--- src/rtl/nsa_pkg.sv ---
// Shared types and constants for the nibble-serial adder.
// State encoding is fixed; idx_width gives the step counter width (at least 1).
package nsa_pkg;

  localparam int NIBBLE_W = 4;

  typedef enum logic [1:0] {
    IDLE = 2'd0,
    RUN  = 2'd1,
    DONE = 2'd2
  } state_e;

  function automatic int idx_width(input int nib);
    return (nib > 1) ? $clog2(nib) : 1;
  endfunction

endpackage

--- src/rtl/cla_nibble_add.sv ---
// Combinational 4-bit carry-lookahead slice built from generate/propagate terms.
module cla_nibble_add
  import nsa_pkg::*;
(
  input  logic [NIBBLE_W-1:0] a,
  input  logic [NIBBLE_W-1:0] b,
  input  logic                ci,
  output logic [NIBBLE_W-1:0] s,
  output logic                co
);

  logic [NIBBLE_W-1:0] g_s;
  logic [NIBBLE_W-1:0] p_s;
  logic [NIBBLE_W-1:0] c_s;

  assign g_s = a & b;
  assign p_s = a ^ b;

  // All internal carries are flattened lookahead terms of ci, g and p.
  assign c_s[0] = ci;
  assign c_s[1] = g_s[0] | (p_s[0] & ci);
  assign c_s[2] = g_s[1] | (p_s[1] & g_s[0]) | (p_s[1] & p_s[0] & ci);
  assign c_s[3] = g_s[2] | (p_s[2] & g_s[1]) | (p_s[2] & p_s[1] & g_s[0])
                | (p_s[2] & p_s[1] & p_s[0] & ci);

  assign co = g_s[3] | (p_s[3] & c_s[3]);
  assign s  = p_s ^ c_s;

endmodule

--- src/rtl/nibble_serial_adder.sv ---
// Sequences a WIDTH-bit add through one CLA nibble slice, LSB nibble first,
// with the inter-nibble carry held in a register; valid/ready on both sides.
module nibble_serial_adder
  import nsa_pkg::*;
#(
  parameter int WIDTH = 16
) (
  input  logic             clk,
  input  logic             rst,
  input  logic             in_valid,
  output logic             in_ready,
  input  logic [WIDTH-1:0] in_a,
  input  logic [WIDTH-1:0] in_b,
  input  logic             in_cin,
  output logic             out_valid,
  input  logic             out_ready,
  output logic [WIDTH-1:0] out_sum,
  output logic             out_cout,
  output logic             busy
);

  localparam int NIB   = WIDTH / NIBBLE_W;
  localparam int IDX_W = idx_width(NIB);
  localparam logic [IDX_W-1:0] LAST_IDX = IDX_W'(NIB - 1);

  state_e             state_q, state_d;
  logic [IDX_W-1:0]   idx_q, idx_d;
  logic               carry_q, carry_d;
  logic [WIDTH-1:0]   a_q, a_d;
  logic [WIDTH-1:0]   b_q, b_d;
  logic [WIDTH-1:0]   sum_q, sum_d;
  logic               cout_q, cout_d;
  logic               in_ready_q, out_valid_q, busy_q;

  logic [IDX_W+1:0]    lsb_s;
  logic [NIBBLE_W-1:0] slice_s;
  logic                slice_co;

  assign lsb_s = {idx_q, 2'b00};

  cla_nibble_add u_slice (
    .a  (a_q[lsb_s +: NIBBLE_W]),
    .b  (b_q[lsb_s +: NIBBLE_W]),
    .ci (carry_q),
    .s  (slice_s),
    .co (slice_co)
  );

  // Next-state, step counter, carry and result-nibble update.
  always_comb begin
    state_d = state_q;
    idx_d   = idx_q;
    carry_d = carry_q;
    a_d     = a_q;
    b_d     = b_q;
    sum_d   = sum_q;
    cout_d  = cout_q;
    case (state_q)
      IDLE: begin
        if (in_valid) begin
          a_d     = in_a;
          b_d     = in_b;
          carry_d = in_cin;
          idx_d   = '0;
          state_d = RUN;
        end else begin
          state_d = IDLE;
        end
      end
      RUN: begin
        sum_d[lsb_s +: NIBBLE_W] = slice_s;
        carry_d = slice_co;
        idx_d   = idx_q + IDX_W'(1);
        if (idx_q == LAST_IDX) begin
          cout_d  = slice_co;
          state_d = DONE;
        end else begin
          state_d = RUN;
        end
      end
      DONE: begin
        if (out_ready) begin
          state_d = IDLE;
        end else begin
          state_d = DONE;
        end
      end
      default: begin
        state_d = IDLE;
      end
    endcase
  end

  // State and datapath registers; handshake flags are decoded from the next state.
  always_ff @(posedge clk) begin
    if (rst) begin
      state_q     <= IDLE;
      idx_q       <= '0;
      carry_q     <= 1'b0;
      a_q         <= '0;
      b_q         <= '0;
      sum_q       <= '0;
      cout_q      <= 1'b0;
      in_ready_q  <= 1'b1;
      out_valid_q <= 1'b0;
      busy_q      <= 1'b0;
    end else begin
      state_q     <= state_d;
      idx_q       <= idx_d;
      carry_q     <= carry_d;
      a_q         <= a_d;
      b_q         <= b_d;
      sum_q       <= sum_d;
      cout_q      <= cout_d;
      in_ready_q  <= (state_d == IDLE);
      out_valid_q <= (state_d == DONE);
      busy_q      <= (state_d == RUN) || (state_d == DONE);
    end
  end

  assign in_ready  = in_ready_q;
  assign out_valid = out_valid_q;
  assign busy      = busy_q;
  assign out_sum   = sum_q;
  assign out_cout  = cout_q;

endmodule
--- config.mk ---
export PLATFORM = sky130hd
export DESIGN_NAME = nibble_serial_adder
export DESIGN_NICKNAME = d
export VERILOG_FILES = /design/src/rtl/nsa_pkg.sv /design/src/rtl/cla_nibble_add.sv /design/src/rtl/nibble_serial_adder.sv
export SDC_FILE = /design/constraint.sdc
export NUM_CORES = 1
export LEC_CHECK = 0
export CAP_MARGIN = 20
export CORE_MARGIN = 2
export CORE_UTILIZATION = 53
export DETAILED_ROUTE_END_ITERATION = 6
export MAX_ROUTING_LAYER = met4
export PLACE_DENSITY_LB_ADDON = 0.05
export SYNTH_ARGS = -nofsm -noshare
export SYNTH_HDL_FRONTEND = slang
export SYNTH_SLANG_ARGS = --single-unit
--- constraint.sdc ---
create_clock -name clk -period 7.6 [get_ports clk]
set_clock_uncertainty 0.2 [all_clocks]
set_input_delay 1.9 -clock clk [delete_from_list [all_inputs] [get_ports clk]]
set_output_delay 1.9 -clock clk [all_outputs]
set_load 0.005 [all_outputs]
==> impl_metrics.json <==
{
  "synth_area_mm2": 0.002490,
  "tritoncts": "built",
  "syn_to_final_growth_pct": 32.01,
  "gp_congestion": 0.8000,
  "rsz0062_at_grt": "false",
  "combPwrFrac": 0.133,
  "power_density_mw_per_mm2": 218.3,
  "fillers": 348,
  "ys_ff_latch": 57,
  "synth-edff-count": 0,
  "final.min_clock_period_ns": 3.608,
  "cts_buffers": 9,
  "fin_setup_tns_ns": 0,
  "drtIter0Drc": 155,
  "start_util": 0.5602,
  "end_kind": "flop",
  "syn_inst": 273,
  "clock-sinks": 57,
  "total_power_mw": 0.7175,
  "layout_common_cells": "79 x nand2_1, 57 x dfxtp_1, 55 x clkdlybuf4s50_1, 40 x a21oi_1, 21 x nor2_1",
  "num_io_pins": 57,
  "seq_power_share": 0.451,
  "clock_latency_ns": 0.33,
  "slowest_stage": "dfxtp_1",
  "final_nets": 377,
  "p_leak_nw": 1.229,
  "drt_wl_total_um": 5441,
  "vias": 2091,
  "path_clk_slew_ns": 0.07,
  "fp-row-count": 24,
  "worst_slew_margin_rel": 0.3413,
  "grt_pass1_wl_um": 8880,
  "status": "finished, final reports clean",
  "htreeDepth": 3,
  "cts-root-buf": "clkbuf_8",
  "timing.critical_path.buf_inv": 0,
  "cts.path.max_buffers": 2,
  "internal-power_mw": 0.5448,
  "dieArea_mm2": 0.005262,
  "setup_violations": 0,
  "antennaDiodeCount": 0,
  "synth-async-reset-ratio": 0,
  "use_met1": 0.2828,
  "power.switching_mw": 0.1727,
  "cts_hold_buf": 0,
  "final_max_slew_viol_count": 0,
  "finalHoldViolCount": 0,
  "die_w_um": 72.54,
  "layout-drive-gt1-share": 0.1027,
  "ant_nets": 0,
  "cts_resized": 0,
  "cpLargestDelayFamily": "adder cells",
  "criticalPathCategory": "reg2reg",
  "syn_avg_cell_area_um2": 9.120,
  "final_common_cell": "nand2_1",
  "crit_chain": "mux4_2 -> ha_1 -> o21ai_0 -> o21bai_1 -> fa_1 -> a22oi_1 -> nor2_1",
  "synth_nets": 323,
  "max-vdd-ir-drop_uv": 138.3,
  "ys_warn_count": 0,
  "antenna_found_initial": 0,
  "drt-wirelength-per-cell_um": 14.21,
  "grt-busiest-layer": "met2",
  "tightest_slew_ns": 0.9881,
  "hp-class": "reg2reg",
  "grt.total_usage": 0.2285,
  "ys_types": 26,
  "swShare": 0.2407,
  "fin_crit_sh": 0.4747,
  "cp_data_required_time_ns": 7.58,
  "postCtsSetupBuffers": 0,
  "dp_hpwl_um": 3620,
  "worst_path_largest_cell_delay_ns": 0.84,
  "first_global_vias": 1989,
  "synth_seq_area_share": 0.4583,
  "dr.pass1.iters": 6,
  "die_h_um": 72.54,
  "clockPowerShare": 0.416,
  "critPathLaunchType": "flop",
  "use_met2": 0.3485,
  "grt_max_degree": 58,
  "viasPerCell": 5.460,
  "numPortBuffers": 56,
  "cp_data_arrival_time_ns": 3.59,
  "core-area_mm2": 0.004444,
  "ys.flop_type": "dfxtp_1",
  "post-route-drc-count": 0,
  "path_max_fanout": 15,
  "gr-total-overflow": 0,
  "fmax_ghz": 0.2772,
  "grtUsageMet3": 0.05417,
  "drv_cap": 0
}
-- logic make-up after synthesis --
| group | Yosys count | share of synthesized area |
|---|---|---|
| muxes | 8 | 0.07236 |
| xor gates and xnor gates | 1 | 0.003518 |
| AOI/OAI and AO/OA | 62 | 0.1477 |
| buffers and inverters | 18 | 0.03366 |
| adders and majority gates | 13 | 0.07136 |
| DFF | 57 | 0.4583 |
| and+or+nand+nor | 114 | 0.2131 |
-- Yosys cell counts, types with 2 or more instances --
library cell	count	share of area
o21bai_1	2	0.0060
o211ai_1	4	0.012
buf_2	7	0.014
a22oi_1	14	0.042
a21oi_1	40	0.080
nor4_4	3	0.026
dfxtp_1	57	0.46
clkbuf_1	6	0.0090
inv_1	3	0.0045
fa_1	2	0.016
nand2_1	79	0.12
mux4_2	8	0.072
nand3_1	3	0.0060
nor2b_1	2	0.0050
nor2_1	21	0.032
ha_1	11	0.055
buf_4	2	0.0060
-- state kept, by name, summed over array words and instances (netlist names) --
signal and cells:
out_sum 16, out_cout 1, a_q 16, in_ready 1, state_q 2, b_q 16, busy 1, carry_q 1
out_valid 1, idx_q 2
-- worst min-delay path, stage by stage, from the launching register on --
cell     delay (ns)
dfxtp_1        0.31
nand2_1        0.05
a21oi_1        0.05
-- power by group through the flow --
| stage | clock network [mW] | logic [mW] | registers [mW] |
|---|---|---|---|
| after global routing | 0.316 | 0.105 | 0.326 |
| after CTS | 0.302 | 0.0933 | 0.324 |
| after global placement | 0 | 0.0901 | 0.330 |
| after floorplan | 0 | 0.0604 | 0.325 |
| final | 0.298 | 0.0953 | 0.324 |
| after detailed placement | 0 | 0.0921 | 0.330 |
-- stage by stage --
stage	util	hold slack [ns]	cell area [µm²]	setup WS (ns)	instances
after floorplan	-	0.2331	2490	4.561	273
after global placement	0.6852	0.2390	3045	3.789	367
after detailed placement	0.6852	0.2444	3045	3.736	367
after CTS	0.7334	0.2533	3259	3.950	382
after global routing	0.7396	0.2736	3287	3.745	383
final	0.7396	0.2529	3287	3.992	383
-- layer usage --
| metal | vias up | wire, µm |
|---|---|---|
| met3 | 8 | 307 |
| met1 | 972 | 2377 |
| met4 | 0 | 93 |
| li1 | 1043 | - |
| met5 | - | 0 |
| met2 | 68 | 2662 |
-- cell type report --
cell class | instances | area [µm²] | area share
Multi-Input combinational cell | 198 | 1265 | 0.3848
Clock inverter | 2 | 35.03 | 0.01066
Clock buffer | 13 | 178.9 | 0.05443
Sequential cell | 57 | 1141 | 0.3472
Timing Repair Buffer | 58 | 590.6 | 0.1797
Tap cell | 52 | 65.06 | 0.01979
Inverter | 3 | 11.26 | 0.003426
-- path summary, 6_finish.rpt --
kind | from | endpoint | slack [ns] | cells past startpoint
max | idx_q[0] | out_sum[11] | 3.99 | 7
min | a_q[7] | a_q[7] | 0.25 | 2
max reg2reg | idx_q[0] | out_sum[11] | 3.99 | 7
min reg2reg | a_q[7] | a_q[7] | 0.25 | 2
No activity file was read; power rests on OpenSTA's default activity.
